$ cat config.mk
export PLATFORM = sky130hd
export DESIGN_NAME = pipeline_hazard_ctrl
export DESIGN_NICKNAME = d
export VERILOG_FILES = /design/src/rtl/pipe_pkg.sv /design/src/rtl/sat_counter.sv /design/src/rtl/pipeline_hazard_ctrl.sv
export SDC_FILE = /design/constraint.sdc
export NUM_CORES = 1
export LEC_CHECK = 0
export ABC_AREA = 1
export ABC_CLOCK_PERIOD_IN_PS = 5700
export BUFFER_PORTS_ARGS = -buffer_cell sky130_fd_sc_hd__buf_2
export CAP_MARGIN = 30
export CORE_ASPECT_RATIO = 0.6
export CORE_MARGIN = 4
export CORE_UTILIZATION = 55
export DETAILED_ROUTE_END_ITERATION = 6
export GPL_ROUTABILITY_DRIVEN = 0
export PLACE_DENSITY = 0.82
export SETUP_SLACK_MARGIN = 0.3
export SLEW_MARGIN = 25
export SYNTH_ARGS = -nofsm -noshare
export SYNTH_HDL_FRONTEND = slang
export SYNTH_SLANG_ARGS = --single-unit
export TNS_END_PERCENT = 5
$ cat constraint.sdc
create_clock -name clk -period 5.7 [get_ports clk]
set_clock_uncertainty 0.05 [all_clocks]
set_input_delay 0.855 -clock clk [delete_from_list [all_inputs] [get_ports clk]]
set_output_delay 0.855 -clock clk [all_outputs]
set_load 0.02 [all_outputs]
$ cat src/rtl/pipe_pkg.sv
// Shared definitions for the pipeline hazard controller.
//   REG_AW      : register-address width
//   FWD_*       : EX operand forwarding select encodings
//   sb_entry_t  : scoreboard entry for the instruction in EX
//   res_entry_t : result-producer view of the MEM stage
//   fwd_sel     : forwarding select for one EX source register
package pipe_pkg;

  localparam int unsigned REG_AW = 5;
  localparam int unsigned FWD_W  = 2;

  localparam logic [FWD_W-1:0] FWD_RF  = 2'b00;
  localparam logic [FWD_W-1:0] FWD_MEM = 2'b01;
  localparam logic [FWD_W-1:0] FWD_WB  = 2'b10;

  // valid means "writes a non-zero register", i.e. can cause a hazard
  typedef struct packed {
    logic              valid;
    logic [REG_AW-1:0] dst;
    logic              is_load;
    logic [REG_AW-1:0] rs;
    logic [REG_AW-1:0] rt;
  } sb_entry_t;

  // Once an instruction leaves EX its sources no longer matter
  typedef struct packed {
    logic              valid;
    logic [REG_AW-1:0] dst;
    logic              is_load;
  } res_entry_t;

  localparam sb_entry_t  SB_EMPTY  = '0;
  localparam res_entry_t RES_EMPTY = '0;

  // MEM wins over WB because it holds the newer value; a load in MEM
  // has no data yet, so it falls through to the WB check.
  function automatic logic [FWD_W-1:0] fwd_sel(
    input logic [REG_AW-1:0] src,
    input res_entry_t        mem_e,
    input logic              wb_valid,
    input logic [REG_AW-1:0] wb_dst
  );
    logic [FWD_W-1:0] sel;
    sel = FWD_RF;
    if (mem_e.valid && !mem_e.is_load && (mem_e.dst == src)) begin
      sel = FWD_MEM;
    end else if (wb_valid && (wb_dst == src)) begin
      sel = FWD_WB;
    end
    return sel;
  endfunction

endpackage

$ cat src/rtl/sat_counter.sv
// Saturating up-counter for performance events.
//   clk, rst : clock and asynchronous active-high reset
//   inc      : count this cycle (ignored while hold is set)
//   hold     : freeze the counter
//   count    : current value, sticks at all-ones
module sat_counter #(
  parameter int unsigned CNT_W = 16
) (
  input  logic             clk,
  input  logic             rst,
  input  logic             inc,
  input  logic             hold,
  output logic [CNT_W-1:0] count
);

  always_ff @(posedge clk or posedge rst) begin
    if (rst) begin
      count <= '0;
    end else if (!hold && inc && (count != '1)) begin
      count <= count + CNT_W'(1);
    end
  end

endmodule

$ cat src/rtl/pipeline_hazard_ctrl.sv
// Hazard and sequencing controller for a 5-stage MIPS pipeline.
// Tracks in-flight instructions in EX/MEM/WB and, from them and the ID
// decode fields, drives pipeline enables/flushes, EX forwarding selects
// and stall/flush performance counters.
//   clk, rst                 : clock, asynchronous active-high reset
//   id_*                     : decoded fields of the instruction in ID
//   ex_redirect              : taken branch / JR resolved in EX
//   mem_ready                : data memory ready, low freezes the pipe
//   pc_en, ifid_en, ifid_flush, idex_flush, exmem_en, memwb_en
//                            : pipeline register controls (combinational)
//   fwd_a, fwd_b             : EX operand forwarding selects (combinational)
//   stall_cnt, flush_cnt     : saturating event counters
module pipeline_hazard_ctrl
  import pipe_pkg::*;
#(
  parameter int unsigned CNT_W = 16
) (
  input  logic              clk,
  input  logic              rst,
  input  logic              id_valid,
  input  logic [REG_AW-1:0] id_rs,
  input  logic [REG_AW-1:0] id_rt,
  input  logic              id_use_rs,
  input  logic              id_use_rt,
  input  logic [REG_AW-1:0] id_dst,
  input  logic              id_regwrite,
  input  logic              id_memread,
  input  logic              id_jump,
  input  logic              ex_redirect,
  input  logic              mem_ready,
  output logic              pc_en,
  output logic              ifid_en,
  output logic              ifid_flush,
  output logic              idex_flush,
  output logic              exmem_en,
  output logic              memwb_en,
  output logic [FWD_W-1:0]  fwd_a,
  output logic [FWD_W-1:0]  fwd_b,
  output logic [CNT_W-1:0]  stall_cnt,
  output logic [CNT_W-1:0]  flush_cnt
);

  sb_entry_t         ex_q;
  res_entry_t        mem_q;
  logic              wb_valid_q;
  logic [REG_AW-1:0] wb_dst_q;

  sb_entry_t         id_entry;
  logic              freeze;
  logic              load_use;
  logic              issue;

  assign freeze = ~mem_ready;

  // Scoreboard entry the ID instruction would become; $0 never hazards
  always_comb begin
    id_entry         = SB_EMPTY;
    id_entry.valid   = id_regwrite & (id_dst != '0);
    id_entry.dst     = id_dst;
    id_entry.is_load = id_memread;
    id_entry.rs      = id_rs;
    id_entry.rt      = id_rt;
  end

  // Consumer in ID needs the result of a load still in EX
  always_comb begin
    load_use = ex_q.valid & ex_q.is_load &
               ((id_use_rs & (id_rs == ex_q.dst)) |
                (id_use_rt & (id_rt == ex_q.dst)));
    issue    = id_valid & ~load_use & ~ex_redirect;
  end

  // Scoreboard shift; a stalled or squashed ID slot enters EX as a bubble
  always_ff @(posedge clk or posedge rst) begin
    if (rst) begin
      ex_q       <= SB_EMPTY;
      mem_q      <= RES_EMPTY;
      wb_valid_q <= 1'b0;
      wb_dst_q   <= '0;
    end else if (!freeze) begin
      wb_valid_q    <= mem_q.valid;
      wb_dst_q      <= mem_q.dst;
      mem_q.valid   <= ex_q.valid;
      mem_q.dst     <= ex_q.dst;
      mem_q.is_load <= ex_q.is_load;
      ex_q          <= issue ? id_entry : SB_EMPTY;
    end
  end

  // Pipeline control, highest priority first
  always_comb begin
    pc_en      = 1'b1;
    ifid_en    = 1'b1;
    ifid_flush = 1'b0;
    idex_flush = 1'b0;
    exmem_en   = 1'b1;
    memwb_en   = 1'b1;
    fwd_a      = fwd_sel(ex_q.rs, mem_q, wb_valid_q, wb_dst_q);
    fwd_b      = fwd_sel(ex_q.rt, mem_q, wb_valid_q, wb_dst_q);
    if (rst) begin
      fwd_a = FWD_RF;
      fwd_b = FWD_RF;
    end else if (freeze) begin
      pc_en    = 1'b0;
      ifid_en  = 1'b0;
      exmem_en = 1'b0;
      memwb_en = 1'b0;
    end else if (ex_redirect) begin
      ifid_flush = 1'b1;
      idex_flush = 1'b1;
    end else if (load_use) begin
      pc_en      = 1'b0;
      ifid_en    = 1'b0;
      idex_flush = 1'b1;
    end else if (id_jump) begin
      ifid_flush = 1'b1;
    end
  end

  // A redirect squashes the stalled consumer, so that stall is not counted
  sat_counter #(.CNT_W(CNT_W)) u_stall_cnt (
    .clk   (clk),
    .rst   (rst),
    .inc   (load_use & ~ex_redirect),
    .hold  (freeze),
    .count (stall_cnt)
  );

  sat_counter #(.CNT_W(CNT_W)) u_flush_cnt (
    .clk   (clk),
    .rst   (rst),
    .inc   (ex_redirect | id_jump),
    .hold  (freeze),
    .count (flush_cnt)
  );

endmodule

# Yosys cells after proc, flatten, opt, wreduce, memory -nomap -nowiden
# Index checks and enable logic that the tools add are counted.
# totals
output_inout_bits,42
reg_bits,62
input_bits,25
wordCells,67
# classes
reduce_logical,11
n_eq_ne,8
bitwise,12
n_addsub,2
mux,22
# op_table
operator,count
"adder 16 x 1 -> 16 bit, second input constant",2
"!= test 16 bit, second input constant",2
equality test 5 bit,6
2-to-1 mux 17 bit,1
2-to-1 mux 1 bit,15
2-to-1 mux 2 bit,6
logical AND 1 bit,9
bitwise AND 1 bit,8
nonzero test 5 bit,1
NOT 1 bit,2
OR 1 bit,2
zero test 1 bit,1

# Depth between registers and ports, before layout
# depth
ltp_word,8
ltp_mapped,11

# Cells and area by module
# From an unflattened synthesis, not the netlist that was laid out.
# hier_totals
cells_unflattened,581
hier_area_um2,4028.9
# by_module_without_submodules
module,seq_area_each_um2,instances,cells_each,area_per_inst_um2
sat_counter,400.4,2,148,1063.5
pipeline_hazard_ctrl,750.7,1,285,1901.8

# Worst setup path before layout
# OpenSTA, ideal clock, no wires.
# synth_timing
path_type,input-to-output
start,input rst
end,output memwb_en
arrival_time_ns,2.978
slack_ns,1.817
stages,3
path_buffers,1
path_cell_list,inv_1 -> nand2_1 -> buf_4
# synth_between
elab_chain_len,1
# synth_lines
item,line_no,text
"start, declared",pipeline_hazard_ctrl.sv:19,"input logic rst,"
2-to-1 mux 1 bit,n/a,
"end, declared",pipeline_hazard_ctrl.sv:36,"output logic memwb_en,"
# Every way passes these cells.

# Worst setup path in the final report
# layout_timing
start,input mem_ready
end,output ifid_flush
# layout_between
elab_chain_len,2
# layout_lines
item,line_no,text
"start, declared",pipeline_hazard_ctrl.sv:30,"input logic mem_ready,"
2-to-1 mux 1 bit,pipeline_hazard_ctrl.sv:103,end else if (freeze) begin
2-to-1 mux 1 bit,pipeline_hazard_ctrl.sv:100,if (rst) begin
"end, declared",pipeline_hazard_ctrl.sv:33,"output logic ifid_flush,"
# Every way passes these cells.

==> results.sh <==
export IMPL_status="finished clean"
export IMPL_cts_setup_buffers=0
export IMPL_dieArea_um2=7810
export IMPL_die_h_um=70.1
export IMPL_rsz0062_at_grt="no"
export IMPL_post_route_period_util_pct=56.6
export IMPL_clkTransAtPathRegs_ps=70
export IMPL_drt_wl_total_um=8660
export IMPL_cts_hold_buffers=0
export IMPL_synthXorXnorAreaFrac_pct=5.45
export IMPL_grt_pass1_wl_um=14600
export IMPL_drt_vias_per_instance=5.35
export IMPL_synthTopCellsByArea="dfrtp_1 44%, nand2_1 14%, inv_1 7.9%"
export IMPL_rr_worst_depth=8
export IMPL_overflow=0
export IMPL_hold_viol=0
export IMPL_tns_ps=0
export IMPL_synth_edff_count=0
export IMPL_dp_hpwl_um=6540
export IMPL_ant_nets=0
export IMPL_critPathArrivalTime_ps=2320
export IMPL_ys_seq_area_share_pct=43.9
export IMPL_ys_ff_latch=62
export IMPL_criticalPathCategory="in -> out"
export IMPL_num_vias=3336
export IMPL_initial_utilization_pct=57.3
export IMPL_fin_crit_ps=3230
export IMPL_synth_mux_area_share_pct=0
export IMPL_wl_per_cell_um=13.9
export IMPL_rows=22
export IMPL_setup_violations=0
export IMPL_ir_drop_uv=235
export IMPL_rr_startpoint="u_stall_cnt.count[0]"
export IMPL_grt_util_met1_pct=32.4
export IMPL_grt_use_total_pct=22.8
export IMPL_drtIter0Drc=263
export IMPL_crit_path_end="ifid_flush"
export IMPL_dpl_cell_area_um2=3900
export IMPL_power_density_nw_per_um2=273
export IMPL_ys_types=32
export IMPL_antenna_found_initial=0
export IMPL_fill_cells=573
export IMPL_ys_warnings_count=0
export IMPL_synth_async_sr_flop_share_pct=100
export IMPL_drive_gt1_share_pct=18.6
export IMPL_synth_flop_cell="dfrtp_1"
export IMPL_cts_tree="yes"
export IMPL_syn_inst=468
export IMPL_clockBufferDepth=2
export IMPL_cts_htree_levels=3
export IMPL_synth_top_family_by_area="simple AND/OR/NAND/NOR gates"
export IMPL_synth_adder_area_share_pct=0.708
export IMPL_cts_resized=0
export IMPL_min_path_type="reg -> reg"
export IMPL_clock_fmax_ghz=0.310
export IMPL_maxCapViolCount=0
export IMPL_slew_violations=0
export IMPL_yosys_area_share_simple_pct=28.6
export IMPL_crit_start="mem_ready"
export IMPL_route_detailed_drc=0
export IMPL_met2_usage_pct=34.1
export IMPL_numPortBuffers=66
export IMPL_area_growth_pct=16.4
export IMPL_reg2reg_slack_ps=3730
export IMPL_finalNetCount=561
export IMPL_clock_latency_ps=340
export IMPL_yosysTopAreaCell="dfrtp_1"
export IMPL_synthesis_area_um2=3530
export IMPL_firstDrtPassIters=4
export IMPL_startpoint_type="input port"
export IMPL_crit_required_ps=4800
export IMPL_worstMarginPinSlew_ps=746
export IMPL_use_met3_pct=7.45
export IMPL_power_leakage_nw=2.26
export IMPL_r2r_end="u_stall_cnt.count[14]"
export IMPL_first_global_vias=3147
export IMPL_die_w_um=111
export IMPL_numCtsBuffers=9
export IMPL_synth_commonest_cells="131 x nand2_1, 74 x inv_1, 62 x dfrtp_1"
export IMPL_design_area_um2=4110
export IMPL_synth_compound_area_share_pct=10.6
export IMPL_gr_max_usage_layer="met2"
export IMPL_syn_area_per_cell_um2=7.55
export IMPL_core_area_um2=6170
export IMPL_yosysMostFrequentCell="nand2_1"
export IMPL_ios=67
export IMPL_critPathCaptureType="primary output"
export IMPL_hp_start="u_flush_cnt.count[9]"
export IMPL_cts_sinks=62
export IMPL_synth_top_cell_area_share_pct=43.9
export IMPL_cts_root_buf="clkbuf_8"
export IMPL_synth_net_count=495
export IMPL_grt_start_max_net_pins=51
export IMPL_worstPathMaxFanout=50
export IMPL_relSlewSlack_pct=50.2
export IMPL_num_antenna_cells=0
registers in the layout, indices dropped and copies added, names as in the netlist:
signal	flops
mem_q	7
u_stall_cnt.count	16
u_flush_cnt.count	16
wb_valid_q	1
wb_dst_q	5
ex_q	17
metrics by stage:
step	utilization (%)	std cells	power, W	hold WS, ps	setup slack (ps)
2_1_floorplan	-	468	0.000644	422	1820
3_3_place_gp	63.3	607	0.000700	427	2490
3_5_place_dp	63.3	607	0.000708	447	2460
4_1_cts	66.7	623	0.00113	458	2460
5_1_grt	66.7	623	0.00117	476	2260
6_report	66.7	623	0.00112	459	2470
power by group:
part | internal, W | switching [W]
logic | 0.0000654 | 0.000116
registers | 0.000475 | 0.0000453
clock network | 0.000245 | 0.000177
total | 0.000786 | 0.000338
layout make-up:
| cell class | count | area, um^2 | share of cell area (%) |
|---|---|---|---|
| timing repair buffer | 68 | 345 | 8.39 |
| tap | 84 | 105 | 2.55 |
| multi-input combinational | 314 | 1600 | 38.9 |
| clock inverter | 6 | 86.3 | 2.10 |
| inverter | 79 | 297 | 7.21 |
| clock buffer | 10 | 128 | 3.10 |
| sequential | 62 | 1550 | 37.7 |
kinds of logic (layout without fill, tap and decap cells):
kind of cell,after synthesis,in the layout
xor+xnor,22,22
fa+ha+maj,2,2
simple gates,230,230
buf+inv,92,163
flops,62,62
compound gates,60,60
layer usage:
layer  part of all wire [%]  routed length [um]
met2                     43                3740
met3                    8.4                 726
met4                   0.92                  80
met5                      0                   0
met1                     47                4110
worst max-delay path: stages:
cell and delay [ps]:
buf_2 560, inv_2 310, nor2_1 240, nand3_1 100, inv_1 80, buf_2 160
worst min-delay path by stage:
| stage | endpoint | depth (start not counted) |
|---|---|---|
| floorplan | mem_q[0] | 2 |
| global placement | u_flush_cnt.count[9] | 1 |
| detailed placement | mem_q[6] | 2 |
| CTS | u_flush_cnt.count[9] | 1 |
| global route | u_flush_cnt.count[9] | 1 |
| finish | u_flush_cnt.count[9] | 1 |
cell usage in the layout, fill, tap and decap left out, drive strengths merged:
cell type,instances
a211oi,2
a21oi,4
a221oi,1
and2,2
and3,1
buf,68
bufinv,2
clkbuf,10
clkinv,3
clkinvlp,1
dfrtp,62
ha,2
inv,79
nand2,135
nand3,37
nand4,10
nor2,33
nor3,10
nor4,2
o211ai,1
o21ai,20
o21bai,17
o22ai,15
xnor2,11
xor2,11
Power figures use the tool's default switching activity.
